===== config.mk =====
export PLATFORM = sky130hd
export DESIGN_NAME = ita_job_sequencer
export DESIGN_NICKNAME = d
export VERILOG_FILES = /design/src/rtl/ita_job_sequencer.sv
export SDC_FILE = /design/constraint.sdc
export NUM_CORES = 1
export LEC_CHECK = 0
export CORE_MARGIN = 2
export CORE_UTILIZATION = 25
export CTS_BUF_LIST = sky130_fd_sc_hd__clkbuf_2 sky130_fd_sc_hd__clkbuf_4 sky130_fd_sc_hd__clkbuf_8
export CTS_CLUSTER_SIZE = 40
export DETAILED_ROUTE_END_ITERATION = 7
export GPL_ROUTABILITY_DRIVEN = 0
export GPL_TIMING_DRIVEN = 0
export PLACE_DENSITY = 0.48
export SETUP_SLACK_MARGIN = 0.02
export SYNTH_ARGS = -nofsm -noshare
export SYNTH_HDL_FRONTEND = slang
export SYNTH_SLANG_ARGS = --single-unit

===== constraint.sdc =====
create_clock -name clk_i -period 8.5 [get_ports clk_i]
set_clock_uncertainty 0.2 [all_clocks]
set_input_delay 1.7 -clock clk_i [delete_from_list [all_inputs] [get_ports clk_i]]
set_output_delay 1.7 -clock clk_i [all_outputs]
set_load 0.02 [all_outputs]

===== src/rtl/ita_job_sequencer.sv =====
// ITA job sequencer: FIFO of {desc, irq_en} issued one job at a time as LOAD -> START pulse -> wait done.
// Start is 2 cycles after pop; push_ready_o drops while full, on abort_i, and while draining an aborted job.
module ita_job_sequencer #(
  parameter int unsigned DEPTH  = 4,
  parameter int unsigned DESC_W = 128,
  parameter int unsigned CNT_W  = 16
) (
  input  logic                     clk_i,
  input  logic                     rst_i,
  input  logic                     push_valid_i,
  output logic                     push_ready_o,
  input  logic [DESC_W-1:0]        push_desc_i,
  input  logic                     push_irq_en_i,
  input  logic                     abort_i,
  output logic [DESC_W-1:0]        cfg_desc_o,
  output logic                     start_o,
  input  logic                     done_i,
  output logic                     active_o,
  output logic [$clog2(DEPTH):0]   pending_o,
  output logic [CNT_W-1:0]         completed_o,
  output logic                     irq_o,
  output logic                     err_o
);
  localparam int unsigned PTR_W = $clog2(DEPTH);
  localparam logic [PTR_W:0] FULL_CNT = (PTR_W+1)'(DEPTH);

  typedef struct packed {
    logic [DESC_W-1:0] desc;
    logic              irq_en;
  } entry_t;

  typedef enum logic [2:0] {S_IDLE, S_LOAD, S_START, S_RUN, S_ABORT} state_e;

  state_e            state_q, state_d;
  entry_t            mem_q [DEPTH];
  entry_t            head;
  logic [PTR_W-1:0]  wr_ptr_q, wr_ptr_d, rd_ptr_q, rd_ptr_d;
  logic [PTR_W:0]    count_q, count_d;
  logic [DESC_W-1:0] cfg_desc_q, cfg_desc_d;
  logic              irq_en_q, irq_en_d;
  logic [CNT_W-1:0]  completed_q, completed_d;
  logic              irq_q, irq_d;
  logic              err_q, err_d;

  logic empty, full, push_fire, pop, done_ok, done_bad;

  assign empty     = (count_q == '0);
  assign full      = (count_q == FULL_CNT);
  assign head      = mem_q[rd_ptr_q];

  assign push_ready_o = !full && (state_q != S_ABORT) && !abort_i;
  assign push_fire    = push_valid_i && push_ready_o;

  // Abort wins over any pop in the same cycle.
  assign pop = !abort_i && !empty &&
               ((state_q == S_IDLE) || ((state_q == S_RUN) && done_i));

  assign done_ok  = done_i && ((state_q == S_RUN) || (state_q == S_ABORT));
  assign done_bad = done_i && !done_ok;

  // ---------------- FSM: state register ----------------
  always_ff @(posedge clk_i or posedge rst_i) begin
    if (rst_i) state_q <= S_IDLE;
    else       state_q <= state_d;
  end

  // ---------------- FSM: next state ----------------
  always_comb begin
    state_d = state_q;
    case (state_q)
      S_IDLE: begin
        if (!abort_i && !empty) state_d = S_LOAD;
      end
      S_LOAD: begin
        state_d = abort_i ? S_IDLE : S_START;
      end
      S_START: begin
        state_d = abort_i ? S_ABORT : S_RUN;
      end
      S_RUN: begin
        if (done_i) begin
          state_d = (!abort_i && !empty) ? S_LOAD : S_IDLE;
        end else if (abort_i) begin
          state_d = S_ABORT;
        end
      end
      S_ABORT: begin
        if (done_i) state_d = S_IDLE;
      end
      default: state_d = S_IDLE;
    endcase
  end

  // ---------------- FSM: outputs ----------------
  always_comb begin
    start_o  = (state_q == S_START);
    active_o = (state_q != S_IDLE);
  end

  // ---------------- queue and job datapath ----------------
  always_comb begin
    wr_ptr_d = wr_ptr_q;
    rd_ptr_d = rd_ptr_q;
    count_d  = count_q;
    if (abort_i) begin
      rd_ptr_d = wr_ptr_q;
      count_d  = '0;
    end else begin
      if (push_fire) wr_ptr_d = wr_ptr_q + 1'b1;
      if (pop)       rd_ptr_d = rd_ptr_q + 1'b1;
      case ({push_fire, pop})
        2'b10:   count_d = count_q + 1'b1;
        2'b01:   count_d = count_q - 1'b1;
        default: count_d = count_q;
      endcase
    end
  end

  always_comb begin
    cfg_desc_d  = cfg_desc_q;
    irq_en_d    = irq_en_q;
    completed_d = completed_q;
    err_d       = err_q;
    if (pop) begin
      cfg_desc_d = head.desc;
      irq_en_d   = head.irq_en;
    end
    if (done_ok) completed_d = completed_q + 1'b1;
    // Completions during or after an abort never interrupt.
    irq_d = done_i && (state_q == S_RUN) && !abort_i && irq_en_q;
    if (abort_i)       err_d = 1'b0;
    else if (done_bad) err_d = 1'b1;
  end

  always_ff @(posedge clk_i) begin
    if (push_fire) mem_q[wr_ptr_q] <= '{desc: push_desc_i, irq_en: push_irq_en_i};
  end

  always_ff @(posedge clk_i or posedge rst_i) begin
    if (rst_i) begin
      wr_ptr_q    <= '0;
      rd_ptr_q    <= '0;
      count_q     <= '0;
      cfg_desc_q  <= '0;
      irq_en_q    <= 1'b0;
      completed_q <= '0;
      irq_q       <= 1'b0;
      err_q       <= 1'b0;
    end else begin
      wr_ptr_q    <= wr_ptr_d;
      rd_ptr_q    <= rd_ptr_d;
      count_q     <= count_d;
      cfg_desc_q  <= cfg_desc_d;
      irq_en_q    <= irq_en_d;
      completed_q <= completed_d;
      irq_q       <= irq_d;
      err_q       <= err_d;
    end
  end

  assign cfg_desc_o  = cfg_desc_q;
  assign pending_o   = count_q;
  assign completed_o = completed_q;
  assign irq_o       = irq_q;
  assign err_o       = err_q;

endmodule


==> reports/metrics.yaml, run 1 <==
clock_tree:
  cts_max_level: 3
  numCtsBuffers: 120
  tritoncts: "done"
  cts_resized: 0
  clock_latency_ns: 0.77
  clock-sinks: 673
  cts_root_buf: "clkbuf_8"
  post-cts-setup-buffers: 0
  cts.reportedPaths.clkPinSlew_ns: 0.06
  clockBufferDepth: 3
  cts_hold_buf: 0
floorplan:
  die_h_um: 319
  num_rows: 115
  start_util_pct: 25.2
  io_pins: 286
  die_x_um: 319
  dieArea_um2: 102000
  core_region_area_um2: 98400
logic_synthesis:
  synthesis.nets: 1235
  ys_warn_count: 0
  synth_edf_count: 516
  yosys.area.top_type_share_pct: 62.5
  ys_ff_latch: 673
  synth_top_area_cell: "edfxtp_1"
  synth_cells: 1095
  avgSynthCellArea_um2: 22.7
  synth_area_leaders: "edfxtp_1, dfrtp_1, mux4_2, mux2_2, xnor2_1"
  ys_seq_area_share_pct: 78.3
  synth.distinct_cells: 44
  synthArstFlopShare_pct: 23.3
  netlist_area_um2: 24800
  synth_top_flop_cell: "edfxtp_1"
final_layout:
  seqCellArea_um2: 19400
  multi_input_area_um2: 5120
  drive_above_1_share_pct: 32.4
  nFillCells: 9525
  areaGrowthSynthToFinish_pct: 30.1
  nets: 1655
timing:
  timing.setup.tns_ns: 0
  finalCriticalPeriod_ns: 5.78
  finalSetupViolCount: 0
  hold_ws_ns: 0.287
  fmax_mhz: 173
  slew_headroom_pct: 39.9
  hold_viol_final: 0
  tightest_slew_ns: 0.901
  rsz0062_at_grt: "false"
  timing.final.max_slew_violations: 0
  finalCritPeriodShare_pct: 68.0
route:
  drt_wl_total_um: 61400
  firstDrtPassIters: 4
  routedWlPerCell_um: 21.1
  drcViolationCount: 0
  vias: 12300
  ant_nets: 0
  drt_iter0_markers: 628
  viasPerCell: 4.22
power_and_ir_drop:
  powerDensity_nw_per_um2: 349
  ir_worst_vdd_uv: 157
  power.leakage_nw: 11.0
critical_path:
  worstPathArrival_ns: 3.88
  end_kind: "output pin"
  cp-start-kind: "primary input"
  r2r_cells: 10
  worst-r2r-setup-slack_ns: 5.60
  r2r_end: "pending_o[2]"
  cp_max_fo: 10
  rr_startpoint: "pending_o[0]"
  critPathRequiredTime_ns: 6.60
  critPathKind: "primary input to output pin"
grt:
  grt_pass1_wl_um: 91200
  grt_max_degree: 98
  grt_usage_pct: 12.2
  grt_overflow: 0
  first_global_vias: 13900
  antenna_found_initial: 11
worst_hold_path:
  whs_path_depth: 1
  hp-start: "completed_o[15]"
  hold_end: "completed_o[15]"
  min_path_type: "flop to flop"
outcome:
  status: "finished clean"
place:
  port_buffers: 285
  place_hpwl_um: 37800
job:
  cap_violations: 0
## metal layers
metal  GRT usage [%]  share of wire [%]  wire length, um  vias up
met5               0               0.20              121        -
li1                -                  -                -     5338
met1            14.4                 41            24900     6448
met3            5.04                8.0             4930      129
met2            20.3                 49            29900      346
met4            3.87                2.5             1550       18
## per-stage QoR
step	cell area, um2	utilization [%]	setup slack, ns	power, mW	cells
after floorplan	24800	-	2.07	6.70	1095
after global placement	29300	29.7	-2.03	8.28	2667
after detailed placement	29700	30.1	2.72	8.30	2680
after CTS	32200	32.8	2.71	11.6	2905
after global routing	32200	32.8	2.52	11.9	2905
final	32300	32.8	2.72	11.3	2909
## cell type report
class	instances	share of cell area, %
Multi-Input combinational cell	366	15.9
Inverter	7	0.105
Clock inverter	41	0.958
Sequential cell	673	60.2
Antenna cell	4	0.0310
Buffer	49	0.795
Timing Repair Buffer	298	9.95
Tap cell	1287	4.99
Clock buffer	184	7.09
## state kept, by name, indices dropped and copies added (netlist names)
name and count:
cfg_desc_o 128, completed_o 16, err_o 1, irq_en_q 1
irq_o 1, mem_q 516, pending_o 3, rd_ptr_q 2
state_q 3, wr_ptr_q 2
## where the power goes
part,total (mW),internal [mW],switching (mW)
logic,3.62,1.80,1.81
registers,4.48,4.22,0.257
clock network,3.17,1.81,1.36
## cells by family after synthesis
logic type,after synthesis,share of synthesized area [%]
AO/OA/AOI/OAI,22,0.681
XOR/XNOR,18,0.636
adder cells (fa/ha/maj),6,0.333
buffers and inverters,56,1.14
flip-flops,673,78.3
multiplexers,258,17.6
AND/OR/NAND/NOR,62,1.33
## synth_stat cells, types with 2 or more instances
library cell	instances
a21oi_1	2
or3_1	2
nor3_1	3
and4_1	2
dfrtp_1	157
edfxtp_1	516
o21ai_0	2
nand3_1	8
xor2_1	2
mux2_2	129
a211o_1	2
nand4_1	3
buf_2	22
mux4_2	129
a211oi_1	2
o22ai_1	2
inv_1	7
nand2_1	15
and3_1	8
ha_1	5
buf_4	12
nor2_1	15
xnor2_1	16
clkbuf_1	14
## worst max-delay path, stage by stage
cell	delay, ns
clkdlybuf4s50_1	0.48
clkbuf_1	0.28
a211oi_1	0.65
clkdlybuf4s50_1	0.76
## placed cells by master, fill, tap and decap left out, drive strengths merged, types with 2 or more instances in the layout
master / Yosys / routed
or3: 2 / 2
mux2: 129 / 129
nor3: 3 / 3
nand2: 15 / 15
inv: 7 / 11
a211oi: 3 / 3
a21oi: 2 / 2
xnor2: 16 / 16
dfrtp: 157 / 157
diode: 0 / 4
and3: 9 / 9
nand3: 8 / 8
clkinvlp: 0 / 2
clkdlybuf4s50: 0 / 285
o22ai: 2 / 2
clkinv: 0 / 32
and4: 2 / 2
mux4: 129 / 129
xor2: 2 / 2
clkbuf: 14 / 198
nor2: 15 / 15
bufinv: 0 / 3
buf: 35 / 48
ha: 5 / 5
o21ai: 4 / 4
edfxtp: 516 / 516
nand4: 3 / 3
a211o: 2 / 2
## worst max-delay path by stage
| stage | from | endpoint | slack [ns] |
|---|---|---|---|
| floorplan | abort_i | mem_q[0][0] | 2.07 |
| global placement | rst_i | cfg_desc_o[6] | -2.03 |
| detailed placement | abort_i | push_ready_o | 2.72 |
| CTS | abort_i | push_ready_o | 2.71 |
| global route | abort_i | push_ready_o | 2.52 |
| finish | abort_i | push_ready_o | 2.72 |
Power figures use the tool's default switching activity.
==> run 2, diff against run 1 <==
==> constraint.sdc (replaced) <==
create_clock -name clk_i -period 5.85 [get_ports clk_i]
set_clock_uncertainty 0.2 [all_clocks]
set_input_delay 1.17 -clock clk_i [delete_from_list [all_inputs] [get_ports clk_i]]
set_output_delay 1.17 -clock clk_i [all_outputs]
set_load 0.02 [all_outputs]
==> run 2 against run 1 <==
Core utilization decreased by 0.12 points. Global-route usage decreased by 0.14 points. Count of clock-buffer cells in the layout down 13. Routed wire length fell by 0.51%. Via count fell by 0.25%. Power up 44%. Sequential cell count unchanged. Register-to-register slack lost 2.8 ns. Sequential share of layout area is 0.22 points higher. First-iteration DRC count decreased by 3.2%. Sequential power increased by 45%. Combinational power increased by 45%.
==> reports/metrics.yaml, run 2 (synthesis results as in run 1) <==
final_layout:
  final_common_cell: "edfxtp_1"
  regMostFlops: "mem_q"
  nFillCells: 9474  # -0.54%
  multi_input_area_um2: 5120  # unchanged
  final_cell_mix: "edfxtp_1, clkdlybuf4s50_1, dfrtp_1"
  seqCellArea_um2: 19400  # unchanged
  nets: 1652  # -0.18%
  largest_register_ffs: 516  # unchanged
  drive_above_1_share_pct: 32.3  # -0.11 points
  final_cells: 2901  # -0.28%
  areaGrowthSynthToFinish_pct: 29.6
  design_area_um2: 32100  # -0.37%
timing:
  finalCritPeriodShare_pct: 78.8
  hold_viol_final: 0  # unchanged
  rsz0062_at_grt: "false"
  tightest_slew_ns: 1.06  # +0.158 ns
  finalCriticalPeriod_ns: 4.61
  timing.final.max_slew_violations: 0  # unchanged
  slew_headroom_pct: 29.4  # -11 points
  timing.setup.tns_ns: 0  # unchanged
  fmax_mhz: 217
  finalSetupViolCount: 0  # unchanged
  hold_ws_ns: 0.292  # +0.00499 ns
power_and_ir_drop:
  ir_worst_vdd_uv: 220  # +40%
  powerDensity_nw_per_um2: 506  # +45%
  comb_power_share_pct: 32.3  # +0.2 points
  p_int_mw: 11.3  # +44%
  power.leakage_nw: 10.9  # -0.49%
  swShare_pct: 30.7  # +0.22 points
  finalPower_mw: 16.3  # +44%
  p_sw_mw: 4.99  # +46%
  pwr-share-clk_pct: 27.7  # -0.4 points
  p_seq_share_pct: 40.0  # +0.3 points
floorplan:
  die_x_um: 319  # unchanged
  die_h_um: 319  # unchanged
  start_util_pct: 25.2  # unchanged
  num_rows: 115  # unchanged
  io_pins: 286  # unchanged
  core_region_area_um2: 98400  # unchanged
  dieArea_um2: 102000  # unchanged
route:
  vias: 12200  # -0.25%
  routedWlPerCell_um: 21.0  # -0.24%
  drt_iter0_markers: 608  # -3.2%
  ant_nets: 0  # unchanged
  viasPerCell: 4.22  # about the same
  drcViolationCount: 0  # unchanged
  firstDrtPassIters: 6  # +2
  drt_wl_total_um: 61100  # -0.51%
critical_path:
  rr_startpoint: "rd_ptr_q[1]"
  worstPathArrival_ns: 3.24  # -0.64 ns
  crit_path_start: "abort_i"
  cp-start-kind: "primary input"
  critPathRequiredTime_ns: 4.48  # -2.12 ns
  cp_max_fo: 10  # unchanged
  end_kind: "output pin"
  r2r_cells: 5  # -5
  critPathKind: "primary input to output pin"
clock_tree:
  cts_hold_buf: 0  # unchanged
  tritoncts: "done"
  clockBufferDepth: 3  # unchanged
  cts_max_level: 3  # unchanged
  clock-sinks: 673  # unchanged
  cts_resized: 0  # unchanged
  numCtsBuffers: 117  # -2.5%
  cts.reportedPaths.clkPinSlew_ns: 0.06  # about the same
  clock_latency_ns: 0.75  # -0.02 ns
  post-cts-setup-buffers: 0  # unchanged
  cts_root_buf: "clkbuf_8"
grt:
  antenna_found_initial: 12  # +1
  grt_overflow: 0  # unchanged
  first_global_vias: 13400  # -3.9%
  grt_usage_pct: 12.1  # -0.14 points
  grt_max_degree: 80  # -18%
  grt_pass1_wl_um: 90000  # -1.4%
place:
  placed_area_um2: 29700  # unchanged
  port_buffers: 285  # unchanged
  place_hpwl_um: 37300  # -1.3%
  placedCellCount: 2680  # unchanged
worst_hold_path:
  whs_path_depth: 1  # unchanged
  min_path_type: "flop to flop"
  hp-start: "completed_o[14]"
job:
  cap_violations: 0  # unchanged
outcome:
  status: "finished clean"
run 2: path summary, 6_finish.rpt:
path | to | slack [ns]
min | completed_o[14] | 0.29
min reg2reg | completed_o[14] | 0.29
max | push_ready_o | 1.24
max reg2reg | cfg_desc_o[124] | 2.79
min in group asynchronous | cfg_desc_o[43] | 0.76
max in group asynchronous | cfg_desc_o[66] | 3.62
run 2: final cells by class:
| cell class | count | share of cell area (%) |
|---|---|---|
| sequential | 673 | 60.4 |
| multi-input combinational | 366 | 15.9 |
| timing repair buffer | 298 | 9.99 |
| clock buffer | 171 | 6.54 |
| tap | 1287 | 5.01 |
| clock inverter | 47 | 1.18 |
| buffer | 49 | 0.798 |
| inverter | 7 | 0.105 |
| antenna | 3 | 0.0234 |
run 2: worst max-delay path, stage by stage:
cell and delay, ns:
clkdlybuf4s50_1 0.47, clkbuf_1 0.28, a211oi_1 0.56, clkdlybuf4s50_1 0.75
run 2: power groups by stage:
stage               logic [mW]  registers [mW]  clock network [mW]
floorplan                 2.57            7.14                   0
global placement          5.32            6.66                   0
detailed placement        5.45            6.62                   0
CTS                       5.46            6.53                4.68
global route              5.69            6.61                4.90
finish                    5.26            6.51                4.50
run 2: through the flow:
stage / util [%] / worst slack, ns
6_report: 32.7 / 1.24
5_1_grt: 32.7 / 1.12
4_1_cts: 32.6 / 1.23
3_5_place_dp: 30.1 / 1.24
3_3_place_gp: 29.7 / -4.31
2_1_floorplan: - / 0.245
run 2: layer usage:
| metal | wire [um] | vias up | GRT usage, % | share of wire, % |
|---|---|---|---|---|
| li1 | - | 5338 | - | - |
| met1 | 26000 | 6419 | 14.9 | 43 |
| met2 | 28800 | 336 | 19.4 | 47 |
| met3 | 4700 | 135 | 4.86 | 7.7 |
| met4 | 1480 | 20 | 3.85 | 2.4 |
| met5 | 137 | - | 0 | 0.22 |
